$ cat src/rtl/lsu_pkg.sv
// Shared definitions for the load/store unit: funct3 encodings, FSM states, counter width.
// No logic; constants and types only.
// Not applicable.
package lsu_pkg;

    // Access size/signedness encodings carried on funct3
    localparam logic [2:0] F3_B  = 3'b000;
    localparam logic [2:0] F3_H  = 3'b001;
    localparam logic [2:0] F3_W  = 3'b010;
    localparam logic [2:0] F3_BU = 3'b100;
    localparam logic [2:0] F3_HU = 3'b101;

    // Width of the bus-wait timeout counter (TIMEOUT is at most 255)
    localparam int TMO_W = 8;

    typedef enum logic [1:0] {
        IDLE = 2'd0,
        WAIT = 2'd1,
        DONE = 2'd2
    } lsu_state_t;

endpackage

$ cat src/rtl/lsu_lane.sv
// Lane steering: byte enables, store-data replication, legality/alignment checks, load extract+extend.
// Purely combinational, zero latency.
// No backpressure; outputs follow inputs.
import lsu_pkg::*;

module lsu_lane (
    input  logic [2:0]  funct3,
    input  logic [1:0]  offset,
    input  logic        is_store,
    input  logic [31:0] write_data,
    input  logic [2:0]  ld_funct3,
    input  logic [1:0]  ld_offset,
    input  logic [31:0] ld_rdata,
    output logic [3:0]  byte_en,
    output logic [31:0] lane_wdata,
    output logic        illegal,
    output logic        misaligned,
    output logic [31:0] ld_result
);

    logic [7:0]  ld_byte;
    logic [15:0] ld_half;

    // Request decode: legality, alignment, byte enables and replicated store data
    always_comb begin
        illegal    = 1'b1;
        misaligned = 1'b0;
        byte_en    = 4'b0000;
        lane_wdata = 32'd0;
        case (funct3)
            F3_B, F3_H, F3_W: illegal = 1'b0;
            F3_BU, F3_HU:     illegal = is_store;   // no unsigned stores
            default:          illegal = 1'b1;
        endcase
        case (funct3[1:0])
            2'b00: begin
                byte_en    = 4'b0001 << offset;
                lane_wdata = {4{write_data[7:0]}};
            end
            2'b01: begin
                misaligned = offset[0];
                byte_en    = offset[1] ? 4'b1100 : 4'b0011;
                lane_wdata = {2{write_data[15:0]}};
            end
            2'b10: begin
                misaligned = (offset != 2'b00);
                byte_en    = 4'b1111;
                lane_wdata = write_data;
            end
            default: ;
        endcase
        // Loads keep the write-data bus quiet
        if (!is_store) begin
            lane_wdata = 32'd0;
        end
    end

    // Pick the addressed byte/halfword lane out of the returned word
    always_comb begin
        ld_byte = ld_rdata[7:0];
        case (ld_offset)
            2'd0: ld_byte = ld_rdata[7:0];
            2'd1: ld_byte = ld_rdata[15:8];
            2'd2: ld_byte = ld_rdata[23:16];
            2'd3: ld_byte = ld_rdata[31:24];
            default: ;
        endcase
        ld_half = ld_offset[1] ? ld_rdata[31:16] : ld_rdata[15:0];
    end

    // Sign/zero extension according to the captured load type
    always_comb begin
        ld_result = ld_rdata;
        case (ld_funct3)
            F3_B:    ld_result = {{24{ld_byte[7]}}, ld_byte};
            F3_BU:   ld_result = {24'd0, ld_byte};
            F3_H:    ld_result = {{16{ld_half[15]}}, ld_half};
            F3_HU:   ld_result = {16'd0, ld_half};
            default: ld_result = ld_rdata;
        endcase
    end

endmodule

$ cat src/rtl/load_store_unit.sv
// Multi-cycle load/store unit bridging the core execute stage to a req/ack memory bus.
// Latency: 2 stall cycles for a zero-wait bus access, +1 per bus wait cycle; faults take 0.
// Backpressure: stall held while an access is pending; bus waits bounded by TIMEOUT cycles.
import lsu_pkg::*;

module load_store_unit #(
    parameter int TIMEOUT = 255
) (
    input  logic        clk,
    input  logic        rst,
    input  logic        MemRead,
    input  logic        MemWrite,
    input  logic [2:0]  funct3,
    input  logic [31:0] address,
    input  logic [31:0] writeData,
    output logic [31:0] readData,
    output logic        stall,
    output logic        fault,
    output logic        busError,
    output logic        bus_req,
    output logic        bus_we,
    output logic [31:0] bus_addr,
    output logic [3:0]  bus_be,
    output logic [31:0] bus_wdata,
    input  logic        bus_ack,
    input  logic [31:0] bus_rdata
);

    localparam logic [TMO_W-1:0] TMO_LAST = TMO_W'(TIMEOUT - 1);

    lsu_state_t       state;
    logic [TMO_W-1:0] wait_cnt;
    logic [2:0]       ld_f3;
    logic [1:0]       ld_ofs;

    logic        req;
    logic        req_legal;
    logic        illegal;
    logic        misaligned;
    logic [3:0]  lane_be;
    logic [31:0] lane_wdata;
    logic [31:0] ld_result;

    // Load extraction uses the captured funct3/offset so it is independent of the core's inputs
    lsu_lane u_lane (
        .funct3     (funct3),
        .offset     (address[1:0]),
        .is_store   (MemWrite),
        .write_data (writeData),
        .ld_funct3  (ld_f3),
        .ld_offset  (ld_ofs),
        .ld_rdata   (bus_rdata),
        .byte_en    (lane_be),
        .lane_wdata (lane_wdata),
        .illegal    (illegal),
        .misaligned (misaligned),
        .ld_result  (ld_result)
    );

    assign req       = MemRead | MemWrite;
    assign req_legal = req & ~illegal & ~misaligned;

    // Faults are only raised for a fresh request; the core moves on without stalling
    assign fault = (state == IDLE) && req && (illegal || misaligned);
    assign stall = ((state == IDLE) && req_legal) || (state == WAIT);

    // Access FSM with registered bus outputs, load result and timeout counter
    always_ff @(posedge clk or negedge rst) begin
        if (!rst) begin
            state     <= IDLE;
            wait_cnt  <= '0;
            ld_f3     <= 3'd0;
            ld_ofs    <= 2'd0;
            readData  <= 32'd0;
            busError  <= 1'b0;
            bus_req   <= 1'b0;
            bus_we    <= 1'b0;
            bus_addr  <= 32'd0;
            bus_be    <= 4'd0;
            bus_wdata <= 32'd0;
        end else begin
            busError <= 1'b0;
            case (state)
                IDLE: begin
                    if (req_legal) begin
                        state     <= WAIT;
                        wait_cnt  <= '0;
                        bus_req   <= 1'b1;
                        bus_we    <= MemWrite;
                        bus_addr  <= {address[31:2], 2'b00};
                        bus_be    <= lane_be;
                        bus_wdata <= lane_wdata;
                        ld_f3     <= funct3;
                        ld_ofs    <= address[1:0];
                    end
                end
                WAIT: begin
                    if (bus_ack) begin
                        // An ack in the final allowed cycle still completes normally
                        state     <= DONE;
                        bus_req   <= 1'b0;
                        bus_we    <= 1'b0;
                        bus_addr  <= 32'd0;
                        bus_be    <= 4'd0;
                        bus_wdata <= 32'd0;
                        if (!bus_we) begin
                            readData <= ld_result;
                        end
                    end else if (wait_cnt == TMO_LAST) begin
                        state     <= DONE;
                        busError  <= 1'b1;
                        readData  <= 32'd0;
                        bus_req   <= 1'b0;
                        bus_we    <= 1'b0;
                        bus_addr  <= 32'd0;
                        bus_be    <= 4'd0;
                        bus_wdata <= 32'd0;
                    end else begin
                        wait_cnt <= wait_cnt + 1'b1;
                    end
                end
                // The core still shows the finished request here; never relaunch it
                DONE:    state <= IDLE;
                default: state <= IDLE;
            endcase
        end
    end

endmodule

$ cat config.mk
export PLATFORM = sky130hd
export DESIGN_NAME = load_store_unit
export DESIGN_NICKNAME = d
export VERILOG_FILES = /design/src/rtl/lsu_pkg.sv /design/src/rtl/lsu_lane.sv /design/src/rtl/load_store_unit.sv
export SDC_FILE = /design/constraint.sdc
export NUM_CORES = 1
export LEC_CHECK = 0
export CORE_MARGIN = 2
export CORE_UTILIZATION = 55
export DETAILED_ROUTE_END_ITERATION = 16
export DONT_BUFFER_PORTS = 1
export PLACE_DENSITY_LB_ADDON = 0.25
export REMOVE_ABC_BUFFERS = 1
export SYNTH_ARGS = -nofsm -noshare
export SYNTH_HDL_FRONTEND = slang
export SYNTH_SLANG_ARGS = --single-unit
$ cat constraint.sdc
create_clock -name clk -period 2.1 [get_ports clk]
set_clock_uncertainty 0.05 [all_clocks]
set_input_delay 0.21 -clock clk [delete_from_list [all_inputs] [get_ports clk]]
set_output_delay 0.21 -clock clk [all_outputs]
set_load 0.01 [all_outputs]
==> results of run 1 <==
[layer usage]
metal / vias to the layer above / global-route usage [%] / share of wire [%]
met5: - / 0 / 0
met4: 0 / 12.5 / 2.0
met3: 38 / 11.3 / 10
met2: 301 / 49.6 / 49
met1: 2506 / 35.7 / 38
li1: 2233 / - / -
[cell type report]
class / count / area [sq um] / share of cell area (%)
diodes: 1 / 2.50 / 0.0321
clock buffers: 21 / 449 / 5.77
clock inverters: 10 / 108 / 1.38
inverters: 45 / 169 / 2.17
multi-input cells: 343 / 2660 / 34.2
flip-flops and latches: 116 / 2900 / 37.3
well taps: 136 / 170 / 2.19
repair buffers: 132 / 1320 / 17.0
[path summary, 6_finish.rpt]
kind	start	slack (ps)	end
setup / recovery	wait_cnt[0]	100	bus_wdata[11]
hold / removal	rst	-670	busError
setup reg to reg	wait_cnt[0]	100	bus_wdata[11]
hold reg to reg	wait_cnt[0]	500	wait_cnt[0]
max in group asynchronous	rst	2400	wait_cnt[4]
min in group clk	address[0]	20	bus_be[3]
[cells by family after synthesis]
group	after synthesis	synth area share [%]
adder cells (fa/ha/maj)	6	1.26
AND/OR/NAND/NOR	84	7.55
multiplexers	63	11.0
AO/OA/AOI/OAI	184	23.4
XOR/XNOR	4	0.589
buffers and inverters	93	7.30
other	1	0.0630
flip-flops	116	48.8
[registers in the layout, summed over array words and instances, names as in the netlist, 2 cells and up]
name	flops
bus_addr	30
bus_be	4
bus_wdata	32
ld_f3	3
ld_ofs	2
readData	32
state	2
wait_cnt	8
[synth_stat cells (5+ instances only)]
master	count	area [sq um]
dfrtp_1	116	2900
o21ai_0	53	265
inv_1	45	169
mux2i_1	43	430
a32o_1	40	400
nand2_1	30	113
a21oi_1	27	135
mux2_2	20	225
clkbuf_1	19	71.3
a22o_1	17	149
buf_2	16	80.1
nand2b_1	11	68.8
o31ai_2	10	125
a222oi_1	8	80.1
nor2_1	8	30.0
nor2b_1	7	43.8
o31ai_1	7	52.6
ha_1	6	75.1
buf_4	5	37.5
[where the power goes]
group / internal [mW] / switching, mW / leakage [nW]
registers: 2.97 / 0.936 / 1.51
logic: 1.22 / 1.33 / 1.89
clock network: 1.73 / 1.00 / 0.269
total: 5.92 / 3.27 / 3.67
[per-stage QoR]
step / area (sq um) / util, % / std cells
final: 7780 / 74.7 / 804
after global placement: 6120 / 58.8 / 664
after floorplan: 5690 / - / 504
after detailed placement: 6120 / 58.8 / 664
after global routing: 7780 / 74.7 / 803
after CTS: 7760 / 74.5 / 803
[timing repair]
item | CTS | global route
resized for setup | 0 | 7
endpoints found under the hold margin | 223 | 116
setup endpoints to repair | 0 | 18
[worst reg2reg max path: cells and delay by family (launching register included)]
kind,cells,cell delay [ps]
AND/OR/NAND/NOR,2,540
AO/OA/AOI/OAI,2,470
flip-flops,1,420
buffers and inverters,2,250
adder cells (fa/ha/maj),1,150
==> results.py, run 1 <==
metrics = {
    "floorplan": {
        "pin_count": 209,
        "die_area_sq_um": 11700,
        "die_h_microns": 108,
        "row_count": 37,
        "initial_core_util_pct": 57.1,
        "die_x_microns": 108,
        "core_area_sq_um": 10400,
    },
    "cts": {
        "cts_buffer_depth": 2,
        "ctsHoldBuffers": 108,
        "clock_latency_ps": 520,
        "path_clk_slew_ps": 60,
        "numCtsBuffers": 17,
        "post_cts_buffers": 0,
        "cts_tree": "yes",
        "cts.htree.levels": 4,
        "root_buffer": "clkbuf_8",
        "clock_sinks": 116,
    },
    "route": {
        "drt-vias-per-instance": 6.32,
        "detail-route-antenna-nets": 0,
        "first_pass_iters": 6,
        "wirelength_mm": 17.5,
        "avgRoutedWirePerCell_microns": 21.8,
        "first_iter_violations": 485,
        "via_count": 5078,
        "drc": 0,
    },
    "critical_path": {
        "crit_arrival_ps": 2360,
        "critPathLaunchType": "register",
        "path_delay_family": "simple AND/OR/NAND/NOR gates",
        "slowest_delay_ps": 420,
        "crit_required_ps": 2460,
        "path_cells": "inv_1 > ha_1 > and2_0 > a31oi_2 > nand2b_1 > buf_12 > a32o_1",
        "end_kind": "register",
        "cp_slowest_cell": "dfrtp_1",
        "path_class": "reg -> reg",
        "worstPathMaxFanout": 35,
        "path_buf_inv": 2,
        "r2r_cells": 7,
        "crit_cells": 7,
    },
    "sta": {
        "period_minus_slack_ps": 2000,
        "final-hold-violation-count": 116,
        "drv_slew": 0,
        "worst_pin_slew_ps": 569,
        "rsz0062_at_grt": "false",
        "fin_ws_ps": 95.8,
        "clock.fmax_mhz": 499,
        "fin_setup_tns_ps": 0,
        "period_share_pct": 95.4,
        "relSlewSlack_pct": 61.5,
        "hold_slack_ps": -666,
        "setup_viol": 0,
    },
    "synthesis": {
        "ys_seq_elements": 116,
        "yosys_warnings": 0,
        "syn_inst": 551,
        "syn-cell-area_sq_um": 5950,
        "async_flop_share_pct": 100,
        "ys.flop_type": "dfrtp_1",
        "ys_seq_area_share_pct": 48.8,
        "yosys.cell_types.count": 57,
        "synth_edf_count": 0,
        "postSynthAreaPerCell_sq_um": 10.8,
    },
    "run": {
        "drv_cap": 0,
    },
    "placement": {
        "io_buffers": 0,
        "place_ws_ps": 59.5,
        "gp_congestion": 0.828,
        "post-dp-hpwl_mm": 10.3,
    },
    "run_status": {
        "status": "finished, violations left",
        "failed_checks": "hold timing",
    },
    "pwr": {
        "power.static_leakage_nw": 3.67,
        "ir_drop_uv": 642,
        "p_per_area_nw_per_um2": 1180,
        "finalPower_mw": 9.19,
    },
    "global_route": {
        "grt_max_degree": 117,
        "grt_overflow_total": 0,
        "antenna_found_initial": 0,
        "grt_pass1_vias": 5199,
        "grt_usage_pct": 30.1,
        "grt_pass1_wl_mm": 26.9,
    },
    "final_layout": {
        "layout_common_cells": "dfrtp_1, dlygate4sd3_1, o21ai_0, inv_1, mux2i_1",
        "layout-drive-gt1-share_pct": 14.2,
        "fin_nets": 765,
        "fill_cells": 677,
        "syn2layout_area_growth_pct": 30.8,
        "final_common_cell": "dfrtp_1",
    },
    "min_path": {
        "min_path_type": "in -> async",
    },
}
(Power assumes the default switching activity.)
==> run 2: changes to the inputs <==
--- a/config.mk
+++ b/config.mk
@@ -5,12 +5,15 @@
 export SDC_FILE = /design/constraint.sdc
 export NUM_CORES = 1
 export LEC_CHECK = 0
+export CELL_PAD_IN_SITES_DETAIL_PLACEMENT = 1
+export CELL_PAD_IN_SITES_GLOBAL_PLACEMENT = 1
 export CORE_MARGIN = 2
-export CORE_UTILIZATION = 55
+export CORE_UTILIZATION = 40
 export DETAILED_ROUTE_END_ITERATION = 16
 export DONT_BUFFER_PORTS = 1
 export PLACE_DENSITY_LB_ADDON = 0.25
 export REMOVE_ABC_BUFFERS = 1
+export SLEW_MARGIN = 10
 export SYNTH_ARGS = -nofsm -noshare
 export SYNTH_HDL_FRONTEND = slang
 export SYNTH_SLANG_ARGS = --single-unit
==> run 2 against run 1 <==
  * The run still ends with hold timing left
  * Sequential power is essentially flat
  * Total power is 1.4% lower
  * Core utilization decreased by 22 points
  * Routed wire length rose by 5.6%
  * Setup slack better by 82 ps
  * First-iteration DRC count down 42%
  * Global-route usage shrank 6.7 points
  * Clock power fell by 3%
  * Flip-flop and latch count did not move
  * Sequential share of layout area increased by 0.81 points
  * Critical path depth shrank 2
==> results.py, run 2 (synthesis gave the netlist of run 1 again) <==
metrics = {
    "global_route": {
        "grt.met1_usage_pct": 27.8,
        "grt_usage_pct": 23.5,
        "antenna_found_initial": 0,
        "grt_overflow_total": 0,
        "met2_usage_pct": 39.6,
        "grt_pass1_vias": 5378,
        "grt_pass1_wl_mm": 29.3,
        "grt.busiest_layer": "met2",
        "grt_max_degree": 117,
        "grt.met3_usage_pct": 7.48,
    },
    "pwr": {
        "comb_power_share_pct": 27.7,
        "intPower_mw": 5.76,
        "p_per_area_nw_per_um2": 1190,
        "ir_drop_uv": 602,
        "power_switching_mw": 3.30,
        "pwr-share-seq_pct": 43.2,
        "switching_share_pct": 36.4,
        "power.static_leakage_nw": 3.57,
        "pwr-share-clk_pct": 29.1,
    },
    "floorplan": {
        "core_area_sq_um": 14500,
        "die_area_sq_um": 15900,
        "row_count": 44,
        "die_x_microns": 126,
        "pin_count": 209,
        "initial_core_util_pct": 40.9,
        "die_h_microns": 126,
    },
    "route": {
        "detail-route-antenna-nets": 0,
        "first_pass_iters": 6,
        "wirelength_mm": 18.5,
        "avgRoutedWirePerCell_microns": 22.1,
        "via_count": 4931,
        "first_iter_violations": 282,
        "drt-vias-per-instance": 5.91,
        "drc": 0,
    },
    "sta": {
        "clock.fmax_mhz": 520,
        "period_minus_slack_ps": 1920,
        "fin_ws_ps": 177,
        "relSlewSlack_pct": 63.5,
        "fin_setup_tns_ps": 0,
        "rsz0062_at_grt": "false",
        "final-hold-violation-count": 116,
        "hold_slack_ps": -556,
        "worst_pin_slew_ps": 533,
        "setup_viol": 0,
        "drv_slew": 0,
        "period_share_pct": 91.5,
    },
    "cts": {
        "clock_sinks": 116,
        "clock_latency_ps": 420,
        "cts_tree": "yes",
        "cts.htree.levels": 4,
        "cts_buffer_depth": 2,
        "numCtsBuffers": 17,
        "ctsHoldBuffers": 86,
        "root_buffer": "clkbuf_16",
        "path_clk_slew_ps": 50,
        "post_cts_buffers": 0,
    },
    "critical_path": {
        "timing.rr.start": "ld_ofs[0]",
        "worstPathMaxFanout": 15,
        "critPathLaunch": "ld_ofs[0]",
        "r2r_cells": 5,
        "crit_required_ps": 2370,
        "reg2reg_to": "readData[21]",
        "path_class": "reg -> reg",
        "end_kind": "register",
        "rrSetupSlack_ps": 180,
        "critPathLaunchType": "register",
        "crit_arrival_ps": 2190,
    },
    "final_layout": {
        "design_area_sq_um": 7610,
        "layout_common_cells": "dfrtp_1, dlygate4sd3_1, o21ai_0, inv_1, mux2i_1",
        "fin_nets": 747,
        "fill_cells": 1559,
        "syn2layout_area_growth_pct": 28.0,
        "layout-drive-gt1-share_pct": 14.5,
        "final_common_cell": "dfrtp_1",
        "reg_top3": "bus_wdata x32, readData x32, bus_addr x30",
        "diodes": 0,
    },
    "placement": {
        "gp_congestion": 0.825,
        "io_buffers": 0,
        "placed_area_sq_um": 6220,
        "place_ws_ps": 128,
        "post-dp-hpwl_mm": 11.5,
    },
    "run_status": {
        "status": "finished, violations left",
        "failed_checks": "hold timing",
    },
    "run": {
        "drv_cap": 0,
    },
    "min_path": {
        "min_path_type": "in -> async",
    },
}
-- run 2: stage by stage --
stage / power (mW) / util [%] / hold WS, ps / cells
floorplan: 5.36 / - / -136 / 504
global placement: 6.12 / 42.8 / -130 / 716
detailed placement: 6.27 / 42.8 / -130 / 716
CTS: 9.07 / 52.4 / -575 / 834
global route: 9.56 / 52.4 / -574 / 834
finish: 9.06 / 52.4 / -556 / 834
-- run 2: layout make-up --
class / count / area (sq um) / share of cell area, %
Timing Repair Buffer: 114 / 1130 / 14.9
Sequential cell: 116 / 2900 / 38.1
Multi-Input combinational cell: 343 / 2650 / 34.8
Tap cell: 184 / 230 / 3.02
Inverter: 45 / 169 / 2.22
Clock buffer: 22 / 444 / 5.83
Clock inverter: 10 / 85.1 / 1.12
-- run 2: critical path, cell delays in order (launching register included) --
cell     delay, ps
dfrtp_1        430
mux2i_1        150
a22o_2         340
o31a_1         400
buf_12         190
o31ai_1        260
-- run 2: worst max-delay path by stage --
stage	endpoint	slack (ps)	cells after the start
5_1_grt	bus_addr[20]	60	7
3_5_place_dp	bus_wdata[31]	130	7
4_1_cts	bus_wdata[20]	90	7
2_1_floorplan	readData[7]	-1600	5
6_report	readData[21]	180	5
3_3_place_gp	bus_wdata[13]	180	7
-- run 2: what timing repair did --
item,in CTS,in global routing
gates resized for setup,0,1
setup endpoints to repair,0,35
endpoints found under the hold margin,203,116
-- run 2: power by group through the flow --
| stage | registers (mW) | clock network (mW) | logic [mW] |
|---|---|---|---|
| 2_1_floorplan | 3.79 | 0 | 1.58 |
| 3_3_place_gp | 3.91 | 0 | 2.21 |
| 3_5_place_dp | 3.94 | 0 | 2.33 |
| 4_1_cts | 3.91 | 2.69 | 2.48 |
| 5_1_grt | 3.99 | 2.79 | 2.78 |
| 6_report | 3.91 | 2.64 | 2.51 |
-- run 2: metal layers --
| layer | up-vias | part of all wire (%) |
|---|---|---|
| met3 | 35 | 7.6 |
| li1 | 2198 | - |
| met1 | 2502 | 40 |
| met2 | 196 | 50 |
| met5 | - | 0 |
| met4 | 0 | 2.8 |
==> run 3: changes to the inputs <==
--- a/config.mk
+++ b/config.mk
@@ -8,7 +8,7 @@
 export CELL_PAD_IN_SITES_DETAIL_PLACEMENT = 1
 export CELL_PAD_IN_SITES_GLOBAL_PLACEMENT = 1
 export CORE_MARGIN = 2
-export CORE_UTILIZATION = 40
+export CORE_UTILIZATION = 45
 export DETAILED_ROUTE_END_ITERATION = 16
 export DONT_BUFFER_PORTS = 1
 export PLACE_DENSITY_LB_ADDON = 0.25
@@ -17,3 +17,4 @@
 export SYNTH_ARGS = -nofsm -noshare
 export SYNTH_HDL_FRONTEND = slang
 export SYNTH_SLANG_ARGS = --single-unit
+export TNS_END_PERCENT = 10
==> constraint.sdc (replaced) <==
create_clock -name clk -period 2.4 [get_ports clk]
set_clock_uncertainty 0.05 [all_clocks]
set_input_delay 0.24 -clock clk [delete_from_list [all_inputs] [get_ports clk]]
set_output_delay 0.24 -clock clk [all_outputs]
set_load 0.01 [all_outputs]
==> run 3 against run 2 <==
  * The run still ends with hold timing left
  * Core utilization is 2.9 points higher
  * Final cell count shrank 6.2%
  * Maximum frequency down 12%
  * Largest power group unchanged
  * Critical path depth is 2 higher
  * Clock power barely moved
  * Critical path type unchanged
  * Die area down 11%
  * Sequential power decreased by 12%
==> results.py, run 3 (synthesis gave the netlist of run 1 again) <==
metrics = {
    "sta": {
        "worst_pin_slew_ps": 941,
        "rsz0062_at_grt": "false",
        "period_minus_slack_ps": 2180,
        "relSlewSlack_pct": 37.3,
        "fin_ws_ps": 223,
        "period_share_pct": 90.7,
        "clock.fmax_mhz": 459,
        "drv_slew": 0,
        "hold_slack_ps": -528,
        "setup_viol": 0,
        "final-hold-violation-count": 116,
    },
    "global_route": {
        "grt_overflow_total": 0,
        "antenna_found_initial": 0,
        "grt_usage_pct": 25.9,
        "grt_pass1_vias": 5267,
        "grt_pass1_wl_mm": 28.8,
        "grt_max_degree": 117,
    },
    "route": {
        "drc": 0,
        "detail-route-antenna-nets": 0,
        "via_count": 4745,
        "wirelength_mm": 17.9,
        "first_iter_violations": 295,
        "avgRoutedWirePerCell_microns": 22.8,
        "first_pass_iters": 5,
        "drt-vias-per-instance": 6.07,
    },
    "pwr": {
        "comb_power_share_pct": 25.1,
        "intPower_mw": 5.20,
        "power.static_leakage_nw": 3.40,
        "pwr-share-clk_pct": 32.2,
        "pwr-share-seq_pct": 42.7,
        "finalPower_mw": 8.09,
        "p_per_area_nw_per_um2": 1120,
        "switching_share_pct": 35.7,
        "ir_drop_uv": 674,
        "power_switching_mw": 2.89,
    },
    "critical_path": {
        "slowest_delay_ps": 420,
        "path_delay_family": "simple AND/OR/NAND/NOR gates",
        "crit_required_ps": 2650,
        "crit_arrival_ps": 2420,
        "path_buf_inv": 2,
        "worstPathMaxFanout": 35,
        "path_class": "reg -> reg",
        "path_cells": "inv_1 > ha_1 > and2_0 > a31oi_2 > nand2b_1 > buf_4 > a32o_1",
        "end_kind": "register",
        "critPathLaunchType": "register",
        "cp_slowest_cell": "dfrtp_1",
    },
    "cts": {
        "numCtsBuffers": 17,
        "clock_sinks": 116,
        "root_buffer": "clkbuf_16",
        "clock_latency_ps": 410,
        "cts_buffer_depth": 2,
        "post_cts_buffers": 0,
        "path_clk_slew_ps": 50,
        "cts.htree.levels": 4,
        "cts_tree": "yes",
        "ctsHoldBuffers": 50,
    },
    "run": {
        "drv_cap": 0,
    },
    "final_layout": {
        "fill_cells": 1382,
        "final_common_cell": "dfrtp_1",
        "reg_top3": "bus_wdata x32, readData x32, bus_addr x30",
        "multi_input_area_sq_um": 2650,
        "diodes": 0,
        "layout-drive-gt1-share_pct": 14.9,
        "final_cells": 782,
        "layout_common_cells": "dfrtp_1, o21ai_0, dlygate4sd3_1, inv_1, mux2i_1",
        "syn2layout_area_growth_pct": 21.5,
        "ff_latch_area_sq_um": 2900,
        "design_area_sq_um": 7230,
        "fin_nets": 703,
    },
    "floorplan": {
        "core_area_sq_um": 13100,
        "die_area_sq_um": 14200,
        "row_count": 42,
        "die_h_microns": 119,
        "initial_core_util_pct": 45.5,
        "die_x_microns": 119,
        "pin_count": 209,
    },
    "run_status": {
        "failed_checks": "hold timing",
        "status": "finished, violations left",
    },
    "placement": {
        "placedCellCount": 700,
        "place_ws_ps": 221,
        "io_buffers": 0,
        "placed_area_sq_um": 6120,
        "post-dp-hpwl_mm": 11.5,
        "gp_congestion": 0.807,
    },
    "min_path": {
        "min_path_type": "in -> async",
    },
}
run 3: cell types whose count changed in the layout (fill, tap and decap cells not counted), sizes merged:
cell,change
clkinvlp,+1
dlygate4sd3,-36
clkbuf,-2
clkinv,-1
buf,-8
bufinv,+2
run 3: worst paths after layout:
path	from	depth (start not counted)	end	slack, ps
max	wait_cnt[0]	7	bus_wdata[9]	220
min	rst	0	readData[27]	-530
max reg2reg	wait_cnt[0]	7	bus_wdata[9]	220
min reg2reg	readData[18]	2	readData[18]	500
max in group asynchronous	rst	0	readData[10]	2600
min in group clk	bus_rdata[1]	2	readData[1]	10
run 3: power by group through the flow:
stage,Clock [mW],Combinational (mW),Sequential (mW)
global route,2.71,2.26,3.53
detailed placement,0,1.95,3.48
floorplan,0,1.38,3.31
global placement,0,1.81,3.45
CTS,2.64,2.04,3.45
finish,2.61,2.03,3.46
run 3: metal layers:
| layer | GRT usage (%) | part of all wire [%] | vias to the layer above |
|---|---|---|---|
| met3 | 9.20 | 8.1 | 40 |
| met5 | 0 | 0 | - |
| met2 | 43.4 | 51 | 183 |
| met4 | 10.1 | 2.6 | 0 |
| li1 | - | - | 2108 |
| met1 | 30.3 | 38 | 2414 |
run 3: timing repair:
| item | CTS | global route |
|---|---|---|
| gates resized for setup | 0 | 0 |
| hold endpoints to repair | 166 | 116 |
| endpoints found under the setup margin | 0 | 0 |
run 3: cell type report:
cell class              instances  share of cell area (%)
inverters                      45                    2.34
well taps                     176                    3.05
clock inverters                12                    2.15
repair buffers                 70                    9.35
clock buffers                  20                    6.32
multi-input cells             343                    36.7
flip-flops and latches        116                    40.2
run 3: through the flow:
stage	TNS (ps)	utilization (%)	hold WS, ps
6_report	0	55.2	-528
5_1_grt	0	55.2	-544
4_1_cts	0	55.2	-540
3_5_place_dp	0	46.7	-100
3_3_place_gp	0	46.7	-101
2_1_floorplan	-70940	-	-106
